<file path="src/rtl/hsv_core_commit.sv">
// Commit stage: round-robin arbiter of four result channels onto one register-file write port, one commit per cycle, outputs registered one cycle after the transfer.
// Backpressure: only the granted channel sees ready; during a flush cycle every channel is ready and its result is dropped.
module hsv_core_commit #(
   parameter int REG_COUNT = 32
) (
   input  logic                 clk_core,
   input  logic                 rst_core_n,
   input  logic                 alu_valid_i,
   output logic                 alu_ready_o,
   input  logic [4:0]           alu_rd,
   input  logic [31:0]          alu_rd_value,
   input  logic                 branch_valid_i,
   output logic                 branch_ready_o,
   input  logic [4:0]           branch_rd,
   input  logic [31:0]          branch_rd_value,
   input  logic                 branch_taken,
   input  logic [31:0]          branch_target,
   input  logic                 ctrl_status_valid_i,
   output logic                 ctrl_status_ready_o,
   input  logic [4:0]           ctrl_status_rd,
   input  logic [31:0]          ctrl_status_rd_value,
   input  logic                 mem_valid_i,
   output logic                 mem_ready_o,
   input  logic [4:0]           mem_rd,
   input  logic [31:0]          mem_rd_value,
   output logic                 wr_en_o,
   output logic [4:0]           wr_addr_o,
   output logic [31:0]          wr_data_o,
   output logic [REG_COUNT-1:0] release_mask_o,
   output logic                 flush_req_o,
   output logic [31:0]          flush_pc_o
);

   logic [1:0]           rr_ptr_q, rr_ptr_d;
   logic                 wr_en_q, wr_en_d;
   logic [4:0]           wr_addr_q, wr_addr_d;
   logic [31:0]          wr_data_q, wr_data_d;
   logic [REG_COUNT-1:0] release_mask_q, release_mask_d;
   logic                 flush_req_q, flush_req_d;
   logic [31:0]          flush_pc_q, flush_pc_d;

   logic [3:0]  vld;
   logic [3:0]  rdy;
   logic        grant_vld;
   logic [1:0]  grant_idx;
   logic [1:0]  scan_idx;
   logic        commit;
   logic [4:0]  sel_rd;
   logic [31:0] sel_val;

   assign vld = {mem_valid_i, ctrl_status_valid_i, branch_valid_i, alu_valid_i};

   always_comb begin
      grant_vld = 1'b0;
      grant_idx = rr_ptr_q;
      scan_idx  = rr_ptr_q;
      for (int k = 0; k < 4; k++) begin
         scan_idx = rr_ptr_q + 2'(k);
         if (!grant_vld && vld[scan_idx]) begin
            grant_vld = 1'b1;
            grant_idx = scan_idx;
         end
      end
   end

   // A flush cycle swallows every wrong-path result and suppresses the grant.
   assign commit = grant_vld & ~flush_req_q;

   always_comb begin
      rdy = 4'b0000;
      if (flush_req_q) begin
         rdy = 4'b1111;
      end else if (grant_vld) begin
         rdy = 4'b0001 << grant_idx;
      end
   end

   assign alu_ready_o         = rdy[0];
   assign branch_ready_o      = rdy[1];
   assign ctrl_status_ready_o = rdy[2];
   assign mem_ready_o         = rdy[3];

   always_comb begin
      sel_rd  = alu_rd;
      sel_val = alu_rd_value;
      case (grant_idx)
         2'd1: begin sel_rd = branch_rd;      sel_val = branch_rd_value;      end
         2'd2: begin sel_rd = ctrl_status_rd; sel_val = ctrl_status_rd_value; end
         2'd3: begin sel_rd = mem_rd;         sel_val = mem_rd_value;         end
         default: begin sel_rd = alu_rd;      sel_val = alu_rd_value;         end
      endcase
   end

   always_comb begin
      rr_ptr_d       = rr_ptr_q;
      wr_en_d        = 1'b0;
      wr_addr_d      = wr_addr_q;
      wr_data_d      = wr_data_q;
      release_mask_d = '0;
      flush_req_d    = 1'b0;
      flush_pc_d     = flush_pc_q;
      if (commit) begin
         rr_ptr_d       = grant_idx + 2'd1;
         wr_en_d        = (sel_rd != 5'd0);
         wr_addr_d      = sel_rd;
         wr_data_d      = sel_val;
         release_mask_d = {{(REG_COUNT-1){1'b0}}, 1'b1} << sel_rd;
         if (grant_idx == 2'd1 && branch_taken) begin
            flush_req_d = 1'b1;
            flush_pc_d  = branch_target;
         end
      end
   end

   always_ff @(posedge clk_core or negedge rst_core_n) begin
      if (!rst_core_n) begin
         rr_ptr_q       <= 2'd0;
         wr_en_q        <= 1'b0;
         wr_addr_q      <= 5'd0;
         wr_data_q      <= 32'd0;
         release_mask_q <= '0;
         flush_req_q    <= 1'b0;
         flush_pc_q     <= 32'd0;
      end else begin
         rr_ptr_q       <= rr_ptr_d;
         wr_en_q        <= wr_en_d;
         wr_addr_q      <= wr_addr_d;
         wr_data_q      <= wr_data_d;
         release_mask_q <= release_mask_d;
         flush_req_q    <= flush_req_d;
         flush_pc_q     <= flush_pc_d;
      end
   end

   assign wr_en_o        = wr_en_q;
   assign wr_addr_o      = wr_addr_q;
   assign wr_data_o      = wr_data_q;
   assign release_mask_o = release_mask_q;
   assign flush_req_o    = flush_req_q;
   assign flush_pc_o     = flush_pc_q;

endmodule

</file>
<file path="config.mk">
export PLATFORM = sky130hd
export DESIGN_NAME = hsv_core_commit
export DESIGN_NICKNAME = d
export VERILOG_FILES = /design/src/rtl/hsv_core_commit.sv
export SDC_FILE = /design/constraint.sdc
export NUM_CORES = 1
export LEC_CHECK = 0
export CAP_MARGIN = 10
export CORE_MARGIN = 8
export CORE_UTILIZATION = 38
export DETAILED_ROUTE_END_ITERATION = 12
export GPL_TIMING_DRIVEN = 0
export PLACE_DENSITY = 0.92
export SETUP_SLACK_MARGIN = 0.5
export SLEW_MARGIN = 20
export SYNTH_ARGS = -nofsm -noshare
export SYNTH_HDL_FRONTEND = slang
export SYNTH_SLANG_ARGS = --single-unit
export TNS_END_PERCENT = 20
</file>
<file path="constraint.sdc">
create_clock -name clk_core -period 3.6 [get_ports clk_core]
set_clock_uncertainty 0.15 [all_clocks]
set_input_delay 0.72 -clock clk_core [delete_from_list [all_inputs] [get_ports clk_core]]
set_output_delay 0.72 -clock clk_core [all_outputs]
set_load 0.03 [all_outputs]
</file>
* After elaboration in Yosys (flattened, before gate mapping) *
Index checks and enable logic that the tools add are counted.

operators by class
  shift operators = 2
  $lt $le $gt $ge = 4
  equality and inequality tests = 3
  bitwise logic cells = 2
  reductions and logical operators = 9
  multiplexer cells = 23
  $add $sub $neg = 4

operator list
  kind                    number
  $pmux W32 S3            1
  $mux W32                1
  $shl A1 B5 Y32 const A  1
  $pmux W5 S3             1
  $lt A2 B3 Y1 const B    4
  $mux W1                 11
  $bmux W1 S2             4
  $mux W4                 2
  $mux W2                 3
  $reduce_bool A5 Y1      1
  $add A2 B1 Y2 const B   2
  $add A2 B2 Y2 const B   2
  $eq A2 B2 Y1 const B    2
  $logic_and A1 B1 Y1     4
  $shl A1 B2 Y4 const A   1
  $logic_not A1 Y1        3
  $eq A2 B1 Y1 const B    1
  $reduce_and A2 Y1       1
  $and A1 B1 Y1           1
  $not A1 Y1              1

storage, ports and cells
  input port bits = 187
  output and inout bits = 107
  register bits after elaboration = 105

* Depth between registers and ports, before layout *
Gate-level depths: netlist of run 1.

  depth in word-level cells = 16
  depth in mapped cells = 11
  mapped depth without buffers = 9

* Least setup slack after synthesis of run 1 *
No wires, ideal clock.

  path type = in2out
  start point = in alu_valid_i
  end point = out branch_ready_o
  data required time = 2730 ps
  path slack = 495 ps
  data arrival time = 2235 ps
  stages = 8
  buffers on the path = 2
  path through = nor2b_1 o21ai_0 o221ai_1 inv_1 ha_1 buf_2 buf_1 a21o_1

on the way
  word-level cells in the longest chain between the ends = 15

RTL lines
  element                        RTL line  RTL
  from (decl)                    8         input logic alu_valid_i,
  $bmux W1 S2                    59        if (!grant_vld && vld[scan_idx]) begin
  $mux W1 (implied by the code)  59
  $mux W1                        59
  $logic_not A1 Y1               59
  $logic_and A1 B1 Y1            59
  $mux W1                        59
  $logic_not A1 Y1               59
  $logic_and A1 B1 Y1            59
  $mux W1                        59
  $logic_not A1 Y1               59
  $logic_and A1 B1 Y1            59
  $mux W2                        59
  $shl A1 B2 Y4                  74        rdy = 4'b0001 << grant_idx;
  $mux W4 (*)                    73        end else if (grant_vld) begin
  $mux W4 (*)                    71        if (flush_req_q) begin
  to (decl)                      13        output logic branch_ready_o,

Every way passes the cells marked *; elsewhere a longest branch is shown, timed or not. The select of a mux whose other input is x is not followed.

* Final worst setup path of run 1 *
  start point = in alu_valid_i
  end point = out mem_ready_o

on the way
  word-level cells in the longest chain between the ends = 15

RTL lines
  element                        RTL line  RTL
  $bmux W1 S2                    59
  $mux W1 (implied by the code)  59
  $mux W1                        59
  $logic_not A1 Y1               59
  $logic_and A1 B1 Y1            59
  $mux W1                        59
  $logic_not A1 Y1               59
  $logic_and A1 B1 Y1            59
  $mux W1                        59
  $logic_not A1 Y1               59
  $logic_and A1 B1 Y1            59
  $mux W2                        59
  $shl A1 B2 Y4                  74
  $mux W4 (*)                    73
  $mux W4 (*)                    71
  to (decl)                      23        output logic mem_ready_o,

Marked as above.

==> results of run 1 <==
==> area by class of cell <==
cell class                      instances  area [um^2]  share of cell area, %
Multi-Input combinational cell        302         2150                   25.1
Clock inverter                          6         51.3                  0.600
Sequential cell                       105         2630                   30.7
Buffer                                 32          229                   2.68
Inverter                                7         26.3                  0.307
Clock buffer                           10          239                   2.79
Timing Repair Buffer                  303         3020                   35.3
Tap cell                              172          215                   2.51
==> where the power goes <==
part / total (W) / switching, W / internal (W) / leakage (nW)
registers: 0.00191 / 0.000269 / 0.00164 / 1.33
logic: 0.00445 / 0.00251 / 0.00193 / 2.13
clock network: 0.000965 / 0.000466 / 0.000499 / 0.139
total: 0.00732 / 0.00325 / 0.00408 / 3.60
==> Yosys cell counts, drive strengths merged (2+ instances only) <==
cell type    n
a21o         7
a21oi       40
a222oi      35
a22o         2
a22oi        4
buf         19
clkbuf      13
dfrtp      105
ha           5
inv          7
mux2        33
nand2       41
nand2b       2
nand3        5
nand4        4
nor2        66
nor2b        3
nor3         5
o21ai       37
==> sequential cells by signal (all words and copies together), names as in the netlist <==
name            flops
flush_pc_o         32
flush_req_o         1
release_mask_o     32
rr_ptr_q            2
wr_addr_o           5
wr_data_o          32
wr_en_o             1
==> cell usage in the layout, fill, tap and decap left out, drive strengths merged, types with 2 or more instances in the layout <==
cell type      netlist  routed
nand2               41      41
clkinvlp             0       2
a22o                 2       2
clkinv               0       2
nor3                 5       5
a22oi                4       4
dfrtp              105     105
nand2b               2       2
o21ai               37      37
ha                   5       5
nand4                4       4
a222oi              35      35
a21oi               40      40
clkbuf              13      23
a21o                 7       7
clkdlybuf4s50        0     284
buf                 19      37
inv                  7       9
nand3                5       5
nor2b                3       3
nor2                66      66
mux2                33      33
==> through the flow <==
| stage | setup slack, ps | util, % | instances | hold slack [ps] |
|---|---|---|---|---|
| 2_1_floorplan | 543 | - | 446 | 274 |
| 3_3_place_gp | -2220 | 63.7 | 911 | 311 |
| 3_5_place_dp | -1180 | 63.9 | 912 | 321 |
| 4_1_cts | 482 | 67.4 | 936 | 140 |
| 5_1_grt | 367 | 68.1 | 937 | 159 |
| 6_report | 460 | 68.1 | 937 | 140 |
==> what timing repair did <==
action,4_1_cts,5_1_grt
pin swaps,7,5
setup endpoints to repair,107,57
gates cloned,0,0
resized for setup,70,17
buffers inserted,8,1
==> cells by family after synthesis <==
| logic type | count (synthesis) | synth area share (%) |
|---|---|---|
| DFF | 105 | 54.2 |
| and+or+nand+nor | 130 | 11.4 |
| buffers and inverters | 39 | 4.08 |
| muxes | 33 | 9.90 |
| AOI/OAI and AO/OA | 134 | 19.2 |
| adders and majority gates | 5 | 1.29 |
==> final timing paths <==
kind,end,depth (start not counted),from
max,mem_ready_o,10,alu_valid_i
min,release_mask_o[6]$_DFF_PN0_,1,rst_core_n
max reg2reg,wr_data_o[26]$_DFFE_PN0P_,10,rr_ptr_q[1]$_DFFE_PN0P_
max in group asynchronous,wr_data_o[30]$_DFFE_PN0P_,2,rst_core_n
min reg2reg,wr_data_o[6]$_DFFE_PN0P_,2,wr_data_o[6]$_DFFE_PN0P_
min in group clk_core,wr_data_o[6]$_DFFE_PN0P_,2,wr_data_o[6]$_DFFE_PN0P_
==> routing by layer <==
layer / GRT usage [%] / share of wire (%)
met5: 0 / 0
met4: 8.15 / 2.2
met3: 6.58 / 8.5
met2: 44.3 / 53
met1: 26.0 / 37
==> flow_metrics.env, run 1 <==
export IMPL_grt_total_usage_pct=24.1
export IMPL_final_layout_fill_cell_count=967
export IMPL_nNetsFinal=952
export IMPL_die_height_um=129
export IMPL_drt_drc_violations_left=0
export IMPL_drive_above_1_share_pct=14.9
export IMPL_finalHoldViolCount=0
export IMPL_cpLargestDelayFamily="buffers and inverters"
export IMPL_r2r_slack_ps=640
export IMPL_crit_top_cell="sky130_fd_sc_hd__buf_4"
export IMPL_tritoncts="done"
export IMPL_clkLatencyLatePin_ps=340
export IMPL_dr_total_vias=4962
export IMPL_htree_num_levels=3
export IMPL_cp_cell_sequence="buf_4, nor2b_4, a21oi_1, o221ai_2, inv_2, ha_2, buf_6, clkbuf_8, a21o_1, buf_4"
export IMPL_effective_utilization_at_floorplan_pct=38.6
export IMPL_leakage_nw=3.60
export IMPL_worst_setup_hold_path_clk_slew_ps=70
export IMPL_power_ir_vdd_worst_mv=0.305
export IMPL_power_per_cell_area_mw_per_mm2=856
export IMPL_timing_final_crit_share_pct=87.2
export IMPL_mappedNetlistArea_mm2=0.00485
export IMPL_worstSetupEndpointType="output port"
export IMPL_cts_sinks=105
export IMPL_numCtsBuffers=9
export IMPL_synth_largest_type_area_fraction_pct=54.2
export IMPL_detail_route_wl_per_cell_um=21.9
export IMPL_critical_path_class="in -> out"
export IMPL_synth_cells=446
export IMPL_worst_setup_path_start_kind="input port"
export IMPL_detailedRoute_firstPassIterationCount=6
export IMPL_syn_nets=638
export IMPL_grt_overflow_total=0
export IMPL_detailed_place_hpwl_um=16400
export IMPL_synth_async_sr_flop_share_pct=100
export IMPL_finalWorstPathRequiredPeriod_ps=3140
export IMPL_routabilityCongestion=0.881
export IMPL_worst_path_max_fanout=10
export IMPL_core_area_mm2=0.0126
export IMPL_setup_violations_final=0
export IMPL_critical_path_top_delay_cell="sky130_fd_sc_hd__o221ai_2"
export IMPL_die_area_mm2=0.0166
export IMPL_cap_violations=0
export IMPL_post_synth_cell_area_avg_um2=10.9
export IMPL_routed_via_density=5.30
export IMPL_area_delta_synth_final_pct=76.4
export IMPL_top_level_ports=294
export IMPL_run_status="completed"
export IMPL_place_port_buffers=293
export IMPL_total_design_power_w=0.00732
export IMPL_ant_nets=0
export IMPL_cp_buf_inv_count=5
export IMPL_synth_main_ff_cell="sky130_fd_sc_hd__dfrtp_1"
export IMPL_rsz0062_at_grt="true"
export IMPL_synth_cell_types=38
export IMPL_timing_fmax_ghz=0.318
export IMPL_floorplan_die_width_um=129
export IMPL_crit_arrival_ps=2270
export IMPL_drt_iter0_markers=374
export IMPL_antenna_found_initial=0
export IMPL_worstMarginPinSlew_ps=648
export IMPL_row_count=41
export IMPL_maxSlewViolCount=0
export IMPL_drt_wl_total_um=20500
export IMPL_setup_tns_ps=0
export IMPL_layout_cell_area_non_filler_mm2=0.00856
export IMPL_ctsHoldBuffers=0
export IMPL_post_synthesis_sequential_element_count=105
export IMPL_ys_warnings_count=0
export IMPL_post_dp_cell_area_mm2=0.00803
export IMPL_count_of_flip_flops_with_a_built_in_enable_after_synthesis=0
export IMPL_crit_path_max_incr_delay_ps=290
export IMPL_worst_hold_path_type="in -> async"
export IMPL_critPathRequiredTime_ps=2730
export IMPL_grt_first_pass_wirelength_um=30400
export IMPL_ctsRootBufferMaster="sky130_fd_sc_hd__clkbuf_16"
export IMPL_pin_count_of_the_biggest_net_entering_global_routing=67
export IMPL_grt_pass1_vias=5401
export IMPL_antennaDiodeCount=0
export IMPL_timing_max_slew_rel_slack_pct=56.8
export IMPL_synth_seq_area_share_pct=54.2
export IMPL_synthTopCellsByArea="sky130_fd_sc_hd__dfrtp_1 (54%), sky130_fd_sc_hd__mux2_4 (9.0%), sky130_fd_sc_hd__a222oi_1 (7.2%), sky130_fd_sc_hd__nor2_1 (5.0%), sky130_fd_sc_hd__a21oi_1 (4.1%)"
export IMPL_cts_root_to_sink_buffers=2
export IMPL_synth_top_cell_by_area="sky130_fd_sc_hd__dfrtp_1"
Power figures use the tool's default switching activity.
==> run 2: changes to the inputs <==
- ABC_AREA: unset -> 1
- CORE_UTILIZATION: 38 -> 40
==> run 2 against run 1 <==
Effect of this change:
- worst setup slack got worse by 250 ps
- critical path depth grew 5
- cell area is 12% higher
==> flow_metrics.env, run 2 <==
export IMPL_run_status="completed"
export IMPL_grt_first_pass_wirelength_um=34000
export IMPL_synth_async_sr_flop_share_pct=100
export IMPL_tritoncts="done"
export IMPL_cap_violations=0
export IMPL_maxSlewViolCount=0
export IMPL_setup_tns_ps=0
export IMPL_preCtsSetupSlack_ps=-1040
export IMPL_ctsHoldBuffers=0
export IMPL_count_of_flip_flops_with_a_built_in_enable_after_synthesis=0
export IMPL_ctsRootBufferMaster="sky130_fd_sc_hd__clkbuf_16"
export IMPL_cp_cell_sequence="clkdlybuf4s15_2, nand2_4, nand2_1, nand2_1, nand2_2, nor2_4, nand4_1, nand3_1, nand2_2, ha_4, buf_8, buf_8, nand2_1, nand2_1, buf_6"
export IMPL_die_height_um=132
export IMPL_post_synthesis_sequential_element_count=105
export IMPL_grt_pass1_vias=6138
export IMPL_layout_cells_most_common_list="sky130_fd_sc_hd__clkdlybuf4s50_1 (284), sky130_fd_sc_hd__nand2_1 (219), sky130_fd_sc_hd__dfrtp_1 (104), sky130_fd_sc_hd__o21ai_1 (37), sky130_fd_sc_hd__nand4_1 (36)"
export IMPL_clkLatencyLatePin_ps=350
export IMPL_drt_drc_violations_left=0
export IMPL_worstMarginPinSlew_ps=556
export IMPL_die_area_mm2=0.0175
export IMPL_finalHoldViolCount=0
export IMPL_detailedRoute_firstPassIterationCount=5
export IMPL_grt_busiest_layer="met2"
export IMPL_drt_wl_total_um=22400
export IMPL_drive_above_1_share_pct=20.0
export IMPL_hold_ws_ps=99.7
export IMPL_worstSetupEndpointType="output port"
export IMPL_worst_setup_hold_path_clk_slew_ps=70
export IMPL_detailed_place_hpwl_um=16700
export IMPL_synthTopCellsByArea="sky130_fd_sc_hd__dfrtp_1 (49%), sky130_fd_sc_hd__nand2_1 (18%), sky130_fd_sc_hd__a22o_1 (5.3%), sky130_fd_sc_hd__nand4_1 (4.2%), sky130_fd_sc_hd__o22ai_1 (3.7%)"
export IMPL_finalWorstPathRequiredPeriod_ps=3390
export IMPL_setup_violations_final=0
export IMPL_globalRouteMet2Util_pct=44.1
export IMPL_final_layout_fill_cell_count=968
export IMPL_synth_cell_types=25
export IMPL_rsz0062_at_grt="true"
export IMPL_dr_total_vias=6021
export IMPL_effective_utilization_at_floorplan_pct=40.8
export IMPL_mostFrequentLayoutCell="sky130_fd_sc_hd__clkdlybuf4s50_1"
export IMPL_pin_count_of_the_biggest_net_entering_global_routing=70
export IMPL_routabilityCongestion=0.909
export IMPL_htree_num_levels=3
export IMPL_worst_hold_path_type="in -> async"
export IMPL_m3_gr_usage_pct=6.02
export IMPL_drt_iter0_markers=479
export IMPL_cp_buf_inv_count=4
export IMPL_grt_total_usage_pct=24.4
export IMPL_top_level_ports=294
export IMPL_ant_nets=0
export IMPL_worst_setup_path_start_kind="input port"
export IMPL_cts_root_to_sink_buffers=2
export IMPL_final_core_util_pct=72.6
export IMPL_numCtsBuffers=9
export IMPL_routed_via_density=5.16
export IMPL_synth_top_cell_by_area="sky130_fd_sc_hd__dfrtp_1"
export IMPL_post_synth_cell_area_avg_um2=8.39
export IMPL_crit_path_max_incr_delay_ps=220
export IMPL_timing_max_slew_rel_slack_pct=62.9
export IMPL_detail_route_wl_per_cell_um=19.2
export IMPL_synth_cells=644
export IMPL_mappedNetlistArea_mm2=0.00541
export IMPL_synth_largest_type_area_fraction_pct=48.6
export IMPL_nNetsFinal=1178
export IMPL_antennaDiodeCount=0
export IMPL_timing_fmax_ghz=0.295
export IMPL_critPathRequiredTime_ps=2730
export IMPL_synth_main_ff_cell="sky130_fd_sc_hd__dfrtp_1"
export IMPL_cts_sinks=105
export IMPL_row_count=42
export IMPL_antenna_found_initial=0
export IMPL_ys_warnings_count=0
export IMPL_synth_seq_area_share_pct=48.6
export IMPL_grt_util_met1_pct=28.0
export IMPL_critical_path_top_delay_cell="sky130_fd_sc_hd__clkdlybuf4s15_2"
export IMPL_core_area_mm2=0.0132
export IMPL_grt_overflow_total=0
export IMPL_layout_setup_ws_ps=207
export IMPL_cpLargestDelayFamily="simple AND/OR/NAND/NOR gates"
export IMPL_timing_final_crit_share_pct=94.3
export IMPL_synthMostInstantiatedCell="sky130_fd_sc_hd__nand2_1"
export IMPL_worst_path_max_fanout=3
export IMPL_synth_top_cells_by_count="sky130_fd_sc_hd__nand2_1 (252), sky130_fd_sc_hd__dfrtp_1 (105), sky130_fd_sc_hd__o21ai_1 (37)"
export IMPL_area_delta_synth_final_pct=77.8
export IMPL_syn_nets=836
export IMPL_crit_top_cell="sky130_fd_sc_hd__nand2_1"
export IMPL_crit_arrival_ps=2520
export IMPL_place_port_buffers=293
export IMPL_critical_path_class="in -> out"
export IMPL_floorplan_die_width_um=132
==> run 2: cell types whose count changed after synthesis, moves of 16 or more <==
| cell | delta |
|---|---|
| sky130_fd_sc_hd__mux2_4 | -29 |
| sky130_fd_sc_hd__nand4_1 | +32 |
| sky130_fd_sc_hd__nor2_1 | -47 |
| sky130_fd_sc_hd__a21oi_1 | -40 |
| sky130_fd_sc_hd__o21ai_1 | +35 |
| sky130_fd_sc_hd__nand2_1 | +211 |
| sky130_fd_sc_hd__a22o_1 | +31 |
| sky130_fd_sc_hd__o22ai_1 | +31 |
| sky130_fd_sc_hd__a222oi_1 | -35 |
| sky130_fd_sc_hd__nand3_1 | +19 |
| sky130_fd_sc_hd__o21ai_0 | -35 |
| sky130_fd_sc_hd__nor3_2 | +16 |
==> run 2: worst reg2reg max path: cells and delay by family (launching register included) <==
kind                     cells  cell delay (ps)
flip-flops                   1              420
adder cells (fa/ha/maj)      1              160
buffers and inverters        6              750
AND/OR/NAND/NOR             13             1640
==> run 2: metrics by stage <==
| step | instances | instance area, um^2 |
|---|---|---|
| 3_5_place_dp | 1114 | 8590 |
| 3_3_place_gp | 1113 | 8560 |
| 2_1_floorplan | 644 | 5410 |
| 6_report | 1167 | 9610 |
| 5_1_grt | 1167 | 9610 |
| 4_1_cts | 1151 | 9320 |
==> run 2: routing by layer <==
metal | vias up | wire length [um] | share of wire [%]
met2 | 240 | 11900 | 53
met1 | 2879 | 8580 | 38
met3 | 39 | 1450 | 6.5
li1 | 2863 | - | -
met4 | 0 | 498 | 2.2
met5 | - | 0 | 0
==> run 2: layout make-up <==
cell class                 instances  area (um^2)  share of cell area [%]
clock inverter                     6         56.3                   0.586
buffer                            48          384                    4.00
inverter                          18         80.1                   0.833
clock buffer                      10          229                    2.38
tap                              176          220                    2.29
multi-input combinational        473         2760                    28.7
timing repair buffer             331         3250                    33.8
sequential                       105         2630                    27.4
==> run 2: final timing paths <==
path | from | to | slack [ps] | cells past startpoint
hold reg to reg | flush_pc_o[26]$_DFFE_PN0P_ | flush_pc_o[26]$_DFFE_PN0P_ | 320 | 2
setup / recovery | ctrl_status_valid_i | ctrl_status_ready_o | 210 | 15
setup reg to reg | rr_ptr_q[0]$_DFFE_PN0P_ | release_mask_o[31]$_DFF_PN0_ | 430 | 20
min in group clk_core | flush_pc_o[26]$_DFFE_PN0P_ | flush_pc_o[26]$_DFFE_PN0P_ | 320 | 2
max in group asynchronous | rst_core_n | rr_ptr_q[0]$_DFFE_PN0P_ | 2520 | 2
hold / removal | rst_core_n | flush_pc_o[5]$_DFFE_PN0P_ | 100 | 1
==> run 2: cell families (layout without fill, tap and decap cells) <==
family | after synthesis | count (layout) | share of synthesized area [%]
AND/OR/NAND/NOR | 363 | 363 | 30.7
flip-flops | 105 | 105 | 48.6
AO/OA/AOI/OAI | 105 | 105 | 13.2
adder cells (fa/ha/maj) | 5 | 5 | 1.16
buffers and inverters | 66 | 413 | 6.37
==> run 2: repair_timing <==
item / in CTS / in global routing
pin swaps: 27 / 26
gates resized for setup: 120 / 57
endpoints found under the setup margin: 104 / 99
buffers inserted: 21 / 16
Power of run 2 is not shown: default switching activity piles up to over one toggle a cycle in this logic, so the estimate is an artifact.
==> run 3: changes to the inputs <==
- CELL_PAD_IN_SITES_DETAIL_PLACEMENT: unset -> 0
- CELL_PAD_IN_SITES_GLOBAL_PLACEMENT: unset -> 1
- CORE_ASPECT_RATIO: unset -> 0.5
- CORE_UTILIZATION: 40 -> 27
- PLACE_DENSITY: 0.92 -> 0.9
- SETUP_SLACK_MARGIN: 0.5 -> 0.1
==> run 3 against run 2 <==
Effect of this change:
- global-route usage fell by 5.9 points
- register-to-register slack got worse by 120 ps
- sequential cell count did not move
- worst hold slack got worse by 9.3 ps
- non-clock buffer count fell by 27
- die area rose by 43%
- sequential share of layout area rose by 1.2 points
- routed wire length rose by 5.8%
- clock-buffer cell count did not move
- final cell count rose by 5.4%
- utilization fell by 25 points
- worst setup slack got worse by 30 ps
- critical endpoint is now alu_ready_o
- highest routed layer unchanged
==> flow_metrics.env, run 3 (synthesis gave the netlist of run 2 again) <==
export IMPL_run_status="completed"
export IMPL_tritoncts="done"
export IMPL_hold_ws_ps=90.4
export IMPL_maxSlewViolCount=0
export IMPL_layout_cells_most_common_list="sky130_fd_sc_hd__clkdlybuf4s50_1 (284), sky130_fd_sc_hd__nand2_1 (242), sky130_fd_sc_hd__dfrtp_1 (105), sky130_fd_sc_hd__o21ai_1 (37), sky130_fd_sc_hd__nand4_1 (36)"
export IMPL_r2r_start="rr_ptr_q[0]$_DFFE_PN0P_"
export IMPL_grt_pass1_vias=6072
export IMPL_nNetsFinal=1151
export IMPL_worstMarginPinSlew_ps=607
export IMPL_worst_setup_path_start_kind="input port"
export IMPL_area_delta_synth_final_pct=70.4
export IMPL_cp_cell_sequence="dlygate4sd2_1, nand2_1, nand2_1, nand2_1, nand2_2, nor2_4, buf_4, nand3b_4, buf_6, buf_2, nand2_1, nand2_1, clkdlybuf4s15_1"
export IMPL_grt_first_pass_wirelength_um=35700
export IMPL_routed_via_density=4.70
export IMPL_cap_violations=0
export IMPL_finalWorstPathRequiredPeriod_ps=3420
export IMPL_place_port_buffers=293
export IMPL_detailedRoute_firstPassIterationCount=5
export IMPL_die_area_mm2=0.0251
export IMPL_antenna_found_initial=0
export IMPL_ctsRootBufferMaster="sky130_fd_sc_hd__clkbuf_16"
export IMPL_effective_utilization_at_floorplan_pct=27.6
export IMPL_final_layout_fill_cell_count=1901
export IMPL_crit_arrival_ps=2550
export IMPL_timing_max_slew_rel_slack_pct=59.5
export IMPL_placed_cells_incl_taps=1204
export IMPL_routabilityCongestion=0.924
export IMPL_ant_nets=0
export IMPL_core_area_mm2=0.0195
export IMPL_drive_above_1_share_pct=12.7
export IMPL_critPathRequiredTime_ps=2730
export IMPL_antennaDiodeCount=0
export IMPL_r2r_end="wr_data_o[17]$_DFFE_PN0P_"
export IMPL_critical_path_top_delay_cell="sky130_fd_sc_hd__clkdlybuf4s15_1"
export IMPL_drt_iter0_markers=325
export IMPL_cp_buf_inv_count=5
export IMPL_floorplan_die_width_um=216
export IMPL_cpLargestDelayFamily="buffers and inverters"
export IMPL_worst_path_max_fanout=10
export IMPL_critical_path_class="in -> out"
export IMPL_detailed_place_hpwl_um=18800
export IMPL_multi_input_area_mm2=0.00251
export IMPL_numCtsBuffers=9
export IMPL_htree_num_levels=3
export IMPL_seq_area_mm2=0.00263
export IMPL_drt_drc_violations_left=0
export IMPL_crit_path_max_incr_delay_ps=390
export IMPL_grt_total_usage_pct=18.5
export IMPL_rsz0062_at_grt="true"
export IMPL_mostFrequentLayoutCell="sky130_fd_sc_hd__clkdlybuf4s50_1"
export IMPL_top_level_ports=294
export IMPL_dr_total_vias=5784
export IMPL_r2r_cells=20
export IMPL_setup_violations_final=0
export IMPL_worstSetupEndpointType="output port"
export IMPL_r2r_slack_ps=310
export IMPL_ctsHoldBuffers=0
export IMPL_finalHoldViolCount=0
export IMPL_post_dp_cell_area_mm2=0.00870
export IMPL_crit_path_start="ctrl_status_valid_i"
export IMPL_worst_hold_path_type="in -> async"
export IMPL_row_count=36
export IMPL_layout_cell_area_non_filler_mm2=0.00921
export IMPL_finish_cell_count_without_fillers=1230
export IMPL_timing_final_crit_share_pct=95.1
export IMPL_crit_top_cell="sky130_fd_sc_hd__nand2_1"
export IMPL_cts_sinks=105
export IMPL_cts_root_to_sink_buffers=2
export IMPL_grt_overflow_total=0
export IMPL_timing_fmax_ghz=0.292
export IMPL_die_height_um=116
export IMPL_pin_count_of_the_biggest_net_entering_global_routing=74
export IMPL_clkLatencyLatePin_ps=350
export IMPL_worst_setup_hold_path_clk_slew_ps=70
export IMPL_detail_route_wl_per_cell_um=19.3
export IMPL_drt_wl_total_um=23800
-- run 3: layout make-up --
| cell class | instances | share of cell area [%] |
|---|---|---|
| repair buffers | 304 | 33.0 |
| plain buffers | 48 | 3.67 |
| clock inverters | 6 | 0.679 |
| clock buffers | 10 | 2.49 |
| inverters | 18 | 0.815 |
| multi-input cells | 473 | 27.3 |
| well taps | 266 | 3.61 |
| flip-flops and latches | 105 | 28.5 |
-- run 3: worst reg2reg max path, cell delays in order (launching register included) --
cell and delay, ps:
sky130_fd_sc_hd__dfrtp_1 420, sky130_fd_sc_hd__buf_4 200, sky130_fd_sc_hd__nand2_1 60, sky130_fd_sc_hd__nand2_1 80, sky130_fd_sc_hd__nand2_1 70, sky130_fd_sc_hd__nand2_2 140
sky130_fd_sc_hd__nand2_2 70, sky130_fd_sc_hd__nand2_1 60, sky130_fd_sc_hd__nand2_1 40, sky130_fd_sc_hd__nand2_1 70, sky130_fd_sc_hd__nand2_1 60, sky130_fd_sc_hd__nand2_1 70
sky130_fd_sc_hd__nand2_2 90, sky130_fd_sc_hd__ha_1 200, sky130_fd_sc_hd__inv_1 60, sky130_fd_sc_hd__buf_2 260, sky130_fd_sc_hd__buf_2 330, sky130_fd_sc_hd__clkbuf_2 340
sky130_fd_sc_hd__nand2_1 110, sky130_fd_sc_hd__o22ai_1 190, sky130_fd_sc_hd__o21ai_1 100
-- run 3: metal layers --
| layer | track usage [%] | share of wire [%] | up-vias |
|---|---|---|---|
| met4 | 6.45 | 2.8 | 0 |
| li1 | - | - | 2800 |
| met2 | 33.6 | 52 | 125 |
| met3 | 3.15 | 3.3 | 39 |
| met5 | 0 | 0 | - |
| met1 | 22.1 | 42 | 2820 |
-- run 3: timing repair --
item                       in CTS  in global routing
setup endpoints to repair      67                 67
pin swaps                       4                  9
resized for setup              44                 39
setup buffers                   7                  3
gates cloned                    0                  0
-- run 3: stage by stage --
stage / setup TNS (ps) / worst slack, ps / utilization (%)
final: 0 / 177 / 47.1
after global routing: -35.7 / -17.6 / 47.1
after CTS: 0 / 100 / 46.5
after detailed placement: -39660 / -1270 / 44.5
after global placement: -281590 / -2360 / 44.4
after floorplan: 0 / 319 / -
-- run 3: worst max-delay path by stage --
stage | cells past startpoint | end
global route | 22 | release_mask_o[25]$_DFF_PN0_
CTS | 19 | branch_ready_o
floorplan | 12 | branch_ready_o
global placement | 1 | wr_data_o[0]$_DFFE_PN0P_
detailed placement | 14 | branch_ready_o
finish | 13 | alu_ready_o
Power of run 3 is left out for the same reason.
